**config.mk**
```make
export PLATFORM = sky130hd
export DESIGN_NAME = pf_vf_rtable_lookup
export DESIGN_NICKNAME = d
export VERILOG_FILES = /design/src/rtl/pf_vf_rtable_pkg.sv /design/src/rtl/pf_vf_rtable_match.sv /design/src/rtl/pf_vf_rtable_lookup.sv
export SDC_FILE = /design/constraint.sdc
export NUM_CORES = 1
export LEC_CHECK = 0
export CAP_MARGIN = 20
export CORE_ASPECT_RATIO = 0.8
export CORE_MARGIN = 2
export CORE_UTILIZATION = 50
export CTS_CLUSTER_DIAMETER = 50
export CTS_CLUSTER_SIZE = 12
export DETAILED_ROUTE_END_ITERATION = 10
export PLACE_DENSITY = 0.69
export RECOVER_POWER = 50
export SLEW_MARGIN = 5
export SYNTH_ARGS = -nofsm -noshare
export SYNTH_HDL_FRONTEND = slang
export SYNTH_SLANG_ARGS = --single-unit
```
**constraint.sdc**
```tcl
create_clock -name clk -period 1.95 [get_ports clk]
set_input_delay 0.195 -clock clk [delete_from_list [all_inputs] [get_ports clk]]
set_output_delay 0.195 -clock clk [all_outputs]
set_load 0.005 [all_outputs]
```
**src/rtl/pf_vf_rtable_pkg.sv**
```systemverilog
// Purpose  : shared types and constants for the runtime-programmable PF/VF routing table.
// Latency  : n/a (types, constants and the reset-table initialiser only).
// Backpres.: n/a.
// Contents : t_rtable_entry, entry field widths, MISS_CNT_W, rtable_reset_entry().
package pf_vf_rtable_pkg;

   localparam int RT_PF_W      = 3;
   localparam int RT_VF_W      = 11;
   localparam int RT_NUM_PORTS = 8;
   localparam int RT_PORT_W    = (RT_NUM_PORTS > 1) ? $clog2(RT_NUM_PORTS) : 1;
   localparam int MISS_CNT_W   = 16;

   typedef struct packed {
      logic                 valid;
      logic [RT_PF_W-1:0]   pf;
      logic [RT_VF_W-1:0]   vf;
      logic                 vf_active;
      logic [RT_PORT_W-1:0] port;
   } t_rtable_entry;

   // Straight PF0-VF map: entry i routes PF0/VFi to port i; only the first
   // num_ports entries start out valid.
   function automatic t_rtable_entry rtable_reset_entry(input int idx, input int num_ports);
      t_rtable_entry e;
      e.valid     = (idx < num_ports);
      e.pf        = '0;
      e.vf        = RT_VF_W'(idx);
      e.vf_active = 1'b1;
      e.port      = RT_PORT_W'(idx % num_ports);
      return e;
   endfunction

endpackage

```
**src/rtl/pf_vf_rtable_match.sv**
```systemverilog
// Purpose  : one lookup channel: per-entry match, lowest-index priority encode, optional miss counter.
// Latency  : 2 cycles (S1 match vector, S2 encoded port/hit); 1 lookup per cycle.
// Backpres.: S2 holds while resp_valid && !resp_ready; req_ready is combinational from resp_ready, no skid.
// Ports    : clk/rst_n, tbl (whole table), req_* key handshake, resp_* result handshake,
//            miss_cnt/miss_cnt_clr (counter built only with PF_VF_RTABLE_MISS_CNT_EN).
module pf_vf_rtable_match
   import pf_vf_rtable_pkg::*;
#(
   parameter int NUM_ENTRIES  = 16,
   parameter int PF_WIDTH     = RT_PF_W,
   parameter int VF_WIDTH     = RT_VF_W,
   parameter int PORT_W       = RT_PORT_W,
   parameter int DEFAULT_PORT = 0
) (
   input  logic                                clk,
   input  logic                                rst_n,
   input  t_rtable_entry [NUM_ENTRIES-1:0]     tbl,
   input  logic                                req_valid,
   output logic                                req_ready,
   input  logic [PF_WIDTH-1:0]                 req_pf,
   input  logic [VF_WIDTH-1:0]                 req_vf,
   input  logic                                req_vf_active,
   output logic                                resp_valid,
   input  logic                                resp_ready,
   output logic [PORT_W-1:0]                   resp_port,
   output logic                                resp_hit,
   output logic [MISS_CNT_W-1:0]               miss_cnt,
   input  logic                                miss_cnt_clr
);

   logic                               s1_valid;
   logic [NUM_ENTRIES-1:0]             s1_match;
   // Port fields are snapshotted with the match vector so a table write that
   // lands while a lookup sits in S1 cannot change that lookup's answer.
   logic [NUM_ENTRIES-1:0][PORT_W-1:0] s1_ports;

   logic                               s2_valid;
   logic [PORT_W-1:0]                  s2_port;
   logic                               s2_hit;

   logic                               s2_adv;
   logic [NUM_ENTRIES-1:0]             match_vec;
   logic [NUM_ENTRIES-1:0][PORT_W-1:0] port_vec;
   logic [PORT_W-1:0]                  enc_port;
   logic                               enc_hit;

   assign s2_adv    = !s2_valid || resp_ready;
   assign req_ready = !s1_valid || s2_adv;

   // vf only participates when the key and the entry both describe a VF.
   always_comb begin
      match_vec = '0;
      port_vec  = '0;
      for (int i = 0; i < NUM_ENTRIES; i++) begin
         match_vec[i] = tbl[i].valid
                     && (tbl[i].pf == req_pf)
                     && (tbl[i].vf_active == req_vf_active)
                     && (!req_vf_active || (tbl[i].vf == req_vf));
         port_vec[i]  = tbl[i].port;
      end
   end

   always_ff @(posedge clk or negedge rst_n) begin
      if (!rst_n) begin
         s1_valid <= 1'b0;
         s1_match <= '0;
         s1_ports <= '0;
      end else if (req_ready) begin
         s1_valid <= req_valid;
         if (req_valid) begin
            s1_match <= match_vec;
            s1_ports <= port_vec;
         end
      end
   end

   // Scan high to low so the lowest matching index is the last to assign.
   always_comb begin
      enc_hit  = |s1_match;
      enc_port = PORT_W'(DEFAULT_PORT);
      for (int i = NUM_ENTRIES - 1; i >= 0; i--) begin
         if (s1_match[i]) enc_port = s1_ports[i];
      end
   end

   always_ff @(posedge clk or negedge rst_n) begin
      if (!rst_n) begin
         s2_valid <= 1'b0;
         s2_port  <= '0;
         s2_hit   <= 1'b0;
      end else if (s2_adv) begin
         s2_valid <= s1_valid;
         if (s1_valid) begin
            s2_port <= enc_port;
            s2_hit  <= enc_hit;
         end
      end
   end

   assign resp_valid = s2_valid;
   assign resp_port  = s2_port;
   assign resp_hit   = s2_hit;

`ifdef PF_VF_RTABLE_MISS_CNT_EN
   logic [MISS_CNT_W-1:0] cnt_q;

   always_ff @(posedge clk or negedge rst_n) begin
      if (!rst_n) begin
         cnt_q <= '0;
      end else if (miss_cnt_clr) begin
         cnt_q <= '0;
      end else if (s2_valid && resp_ready && !s2_hit && (cnt_q != '1)) begin
         cnt_q <= cnt_q + 1'b1;
      end
   end

   assign miss_cnt = cnt_q;
`else
   logic unused_miss_cnt_clr;
   assign unused_miss_cnt_clr = miss_cnt_clr;
   assign miss_cnt            = '0;
`endif

endmodule

```
**src/rtl/pf_vf_rtable_lookup.sv**
```systemverilog
// Purpose  : CSR-writable PF/VF -> MUX port routing table with NUM_CH independent lookup channels.
// Latency  : lookup 2 cycles per channel; rd_entry 1 cycle after rd_idx; writes visible next cycle.
// Backpres.: per-channel valid/ready, each channel stalls only on its own resp_ready.
// Ports    : wr_en/wr_idx/wr_entry table write, rd_idx/rd_entry readback, req_*/resp_* per channel,
//            miss_cnt/miss_cnt_clr per-channel miss counters (built with PF_VF_RTABLE_MISS_CNT_EN).
module pf_vf_rtable_lookup
   import pf_vf_rtable_pkg::*;
#(
   parameter int NUM_ENTRIES  = 16,
   parameter int NUM_PORTS    = RT_NUM_PORTS,
   parameter int PF_WIDTH     = RT_PF_W,
   parameter int VF_WIDTH     = RT_VF_W,
   parameter int NUM_CH       = 2,
   parameter int DEFAULT_PORT = 0,
   localparam int PORT_W      = (NUM_PORTS > 1) ? $clog2(NUM_PORTS) : 1,
   localparam int IDX_W       = (NUM_ENTRIES > 1) ? $clog2(NUM_ENTRIES) : 1
) (
   input  logic                                 clk,
   input  logic                                 rst_n,
   input  logic                                 wr_en,
   input  logic [IDX_W-1:0]                     wr_idx,
   input  t_rtable_entry                        wr_entry,
   input  logic [IDX_W-1:0]                     rd_idx,
   output t_rtable_entry                        rd_entry,
   input  logic [NUM_CH-1:0]                    req_valid,
   output logic [NUM_CH-1:0]                    req_ready,
   input  logic [NUM_CH-1:0][PF_WIDTH-1:0]      req_pf,
   input  logic [NUM_CH-1:0][VF_WIDTH-1:0]      req_vf,
   input  logic [NUM_CH-1:0]                    req_vf_active,
   output logic [NUM_CH-1:0]                    resp_valid,
   input  logic [NUM_CH-1:0]                    resp_ready,
   output logic [NUM_CH-1:0][PORT_W-1:0]        resp_port,
   output logic [NUM_CH-1:0]                    resp_hit,
   output logic [NUM_CH-1:0][MISS_CNT_W-1:0]    miss_cnt,
   input  logic                                 miss_cnt_clr
);

   t_rtable_entry [NUM_ENTRIES-1:0] tbl;
   logic                            wr_ok;
   logic                            rd_ok;

   // Index range checks are only needed when the depth leaves unused codes.
   if ((2 ** IDX_W) == NUM_ENTRIES) begin : g_idx_full
      assign wr_ok = wr_en;
      assign rd_ok = 1'b1;
   end else begin : g_idx_part
      assign wr_ok = wr_en && (int'(wr_idx) < NUM_ENTRIES);
      assign rd_ok = int'(rd_idx) < NUM_ENTRIES;
   end

   always_ff @(posedge clk or negedge rst_n) begin
      if (!rst_n) begin
         for (int i = 0; i < NUM_ENTRIES; i++) begin
            tbl[i] <= rtable_reset_entry(i, NUM_PORTS);
         end
      end else if (wr_ok) begin
         tbl[wr_idx] <= wr_entry;
      end
   end

   // Readback samples the pre-write table, so a same-cycle write shows up a cycle later.
   always_ff @(posedge clk or negedge rst_n) begin
      if (!rst_n) begin
         rd_entry <= rtable_reset_entry(0, NUM_PORTS);
      end else begin
         rd_entry <= rd_ok ? tbl[rd_idx] : '0;
      end
   end

   for (genvar c = 0; c < NUM_CH; c++) begin : g_ch
      pf_vf_rtable_match #(
         .NUM_ENTRIES  (NUM_ENTRIES),
         .PF_WIDTH     (PF_WIDTH),
         .VF_WIDTH     (VF_WIDTH),
         .PORT_W       (PORT_W),
         .DEFAULT_PORT (DEFAULT_PORT)
      ) u_match (
         .clk           (clk),
         .rst_n         (rst_n),
         .tbl           (tbl),
         .req_valid     (req_valid[c]),
         .req_ready     (req_ready[c]),
         .req_pf        (req_pf[c]),
         .req_vf        (req_vf[c]),
         .req_vf_active (req_vf_active[c]),
         .resp_valid    (resp_valid[c]),
         .resp_ready    (resp_ready[c]),
         .resp_port     (resp_port[c]),
         .resp_hit      (resp_hit[c]),
         .miss_cnt      (miss_cnt[c]),
         .miss_cnt_clr  (miss_cnt_clr)
      );
   end

endmodule

```
==> results.sh <==
export IMPL_clk_pin_slew_worst_paths_ps=60
export IMPL_drt_pass1_iterations=5
export IMPL_routed_wl_met3_um=6090
export IMPL_cts_sinks=463
export IMPL_hold_viol=0
export IMPL_setup_viol=0
export IMPL_drive_above_1_share_pct=35.1
export IMPL_initial_core_util_pct=50.9
export IMPL_grt_pass1_wl_um=116000
export IMPL_cp_max_fo=8
export IMPL_cap_violations=1
export IMPL_postLayoutCoreUtil_pct=59.6
export IMPL_async_flop_share_pct=100
export IMPL_post_route_min_period_ps=1920
export IMPL_worst_hold_path_num_cells=2
export IMPL_grt_antenna_before_repair=3
export IMPL_top_layer_used="met4"
export IMPL_slew_headroom_pct=-3.72
export IMPL_portBuffers=94
export IMPL_clock_latency_ps=600
export IMPL_final_cells=2983
export IMPL_area_growth_pct=17.0
export IMPL_crit_required_ps=2460
export IMPL_hpwl_um=57100
export IMPL_post_route_period_util_pct=98.3
export IMPL_yosysTopAreaCell="dfrtp_1"
export IMPL_syn_area_sq_mm=0.0261
export IMPL_synth_seq_cells=463
export IMPL_track_usage_pct=28.7
export IMPL_startpoint_type="register"
export IMPL_clockBufferDepth=3
export IMPL_final_nets=2323
export IMPL_wl_um=77200
export IMPL_post_drt_wl_per_cell_um=25.9
export IMPL_ant_nets=0
export IMPL_dp_slack_ps=-95.0
export IMPL_drt_initial_drc_count=1668
export IMPL_p_leak_nw=12.2
export IMPL_wl_met2_um=34200
export IMPL_via_count=18000
export IMPL_layout_setup_ws_ps=32.4
export IMPL_m1WireLength_um=34900
export IMPL_post_place_cells=2887
export IMPL_outcome="finished, violations left"
export IMPL_core_area_sq_mm=0.0513
export IMPL_fmax_mhz=521
export IMPL_fp_dieW_um=260
export IMPL_fin_setup_tns_ps=0
export IMPL_via_per_inst=6.03
export IMPL_power_per_cell_area_mw_per_mm2=1080
export IMPL_worst_slew_pin_slew_ps=1560
export IMPL_synth_cells=2110
export IMPL_ys_top_cells_by_count="mux2_2, dfrtp_1, xnor2_1"
export IMPL_numCtsBuffers=50
export IMPL_gp_congestion=0.938
export IMPL_synth_area_leaders="dfrtp_1, mux2_2, xnor2_1"
export IMPL_cp_end_kind="register"
export IMPL_ios=128
export IMPL_slew_viol_final=44
export IMPL_reg2reg_depth=5
export IMPL_antennaDiodeCount=0
export IMPL_gr_total_overflow=0
export IMPL_grt_max_degree=66
export IMPL_synth_top_area_share_pct=36.5
export IMPL_grt_pass1_vias=18200
export IMPL_htreeDepth=2
export IMPL_die_area_sq_mm=0.0541
export IMPL_yosysUniqueCellTypes=49
export IMPL_fp_row_count=74
export IMPL_fin_skew_ps=16.1
export IMPL_cts_root_buffer="clkbuf_16"
export IMPL_worstSetupPathType="register to register"
export IMPL_ir_worst_vdd_mv=0.690
export IMPL_tritoncts="yes"
export IMPL_min_path_type="primary input to register"
export IMPL_ys_seq_area_share_pct=44.8
export IMPL_ys_flop_type="dfrtp_1"
export IMPL_drc_errors=0
export IMPL_rsz0062_at_grt="no"
export IMPL_avgSynthCellArea_sq_um=12.4
export IMPL_synth_most_common_cell="mux2_2"
export IMPL_hold_ws_ps=256
export IMPL_synth_warnings=0
export IMPL_violations="capacitance limit, slew limit"
export IMPL_synth_enable_flop_cells=0
export IMPL_cp_arrival_ps=2430
export IMPL_die_h_um=208
export IMPL_cts_resized_gates=0
cells in the final DEF, fill, tap and decap left out, types with 3 or more instances in the layout:
cell / synthesis / routed
mux2_2: 396 / 396
dfrtp_1: 381 / 381
xnor2_1: 256 / 256
xor2_1: 192 / 192
mux4_2: 95 / 95
clkdlybuf4s50_1: 0 / 89
dfstp_2: 82 / 82
nand2_1: 83 / 81
buf_4: 38 / 80
nor4_1: 68 / 68
nand4_1: 65 / 65
buf_12: 0 / 57
clkbuf_16: 0 / 53
a21oi_1: 51 / 51
nor2_1: 50 / 50
nand3_1: 36 / 36
clkbuf_1: 73 / 33
o31ai_1: 32 / 32
conb_1: 1 / 32
o21ai_0: 16 / 16
nand2b_1: 14 / 14
nor2b_1: 13 / 13
o211ai_1: 11 / 11
inv_1: 11 / 11
nor2_2: 9 / 9
clkbuf_2: 0 / 9
nand3b_1: 8 / 8
clkbuf_8: 0 / 7
o311a_1: 5 / 5
a221oi_1: 5 / 5
or3_1: 4 / 4
mux2_1: 4 / 4
nor3b_1: 3 / 3
nor3_1: 3 / 3
a2111oi_0: 3 / 3
clkinvlp_4: 0 / 3
dlygate4sd3_1: 0 / 3
state kept, by name (all words and copies together), names as in the netlist:
signal,cells
g_ch.u_match.resp_hit,2
g_ch.u_match.s1_ports,96
tbl,304
g_ch.u_match.resp_valid,2
rd_entry,19
g_ch.u_match.s1_match,32
g_ch.u_match.resp_port,6
g_ch.u_match.s1_valid,2
final timing paths:
kind	start	endpoint	slack (ps)
setup / recovery	g_ch[1].u_match.s1_match[14]	g_ch[1].u_match.resp_port[2]	30
max in group asynchronous	rst_n	tbl[133]	220
setup reg to reg	g_ch[1].u_match.s1_match[14]	g_ch[1].u_match.resp_port[2]	30
hold / removal	req_valid[1]	g_ch[1].u_match.s1_valid	260
min in group asynchronous	rst_n	g_ch[1].u_match.s1_ports[2]	530
hold reg to reg	g_ch[0].u_match.resp_hit	g_ch[0].u_match.resp_hit	480
layer usage:
metal / up-vias / GRT usage [%]
met1: 9401 / 43.2
met4: 0 / 7.93
met2: 682 / 42.1
li1: 7780 / -
met5: - / 0
met3: 129 / 5.65
logic make-up after synthesis:
kind of cell    synth area share [%]
mux                             25.4
flops                           44.8
xor+xnor                        15.0
simple gates                    7.23
buf+inv                         3.82
compound gates                  3.71
other cells                   0.0144
through the flow:
step	total power, W	area [sq um]
global placement	0.0233	29100
floorplan	0.0201	26200
finish	0.0330	30600
global route	0.0345	30600
CTS	0.0331	30700
detailed placement	0.0236	29100
worst max-delay path: stages, from the launching register on:
cell,delay (ps)
dfrtp_1,510
nand3b_1,220
a221oi_1,410
o221a_2,310
o221ai_1,200
a21oi_1,190
report_power, final:
group	internal (W)	total [W]	switching, W
combinational	0.00498	0.00860	0.00362
sequential	0.0123	0.0150	0.00272
clock	0.00542	0.00944	0.00402
total	0.0227	0.0330	0.0104
timing repair:
| action | CTS | global route |
|---|---|---|
| setup buffers | 2 | 0 |
| endpoints found under the hold margin | 379 | 0 |
| hold buffers | 1 | 0 |
| setup endpoints to repair | 2 | 0 |
area by class of cell:
class                           count  area [sq um]
Fill cell                        4115         20700
Multi-Input combinational cell   1479         13600
Inverter                           11          41.3
Tap cell                          684           856
Clock inverter                     10           103
Timing Repair Buffer              253          2800
Clock buffer                       83          1510
Sequential cell                   463         11700
Note: power is estimated with default switching activity, not from simulation.
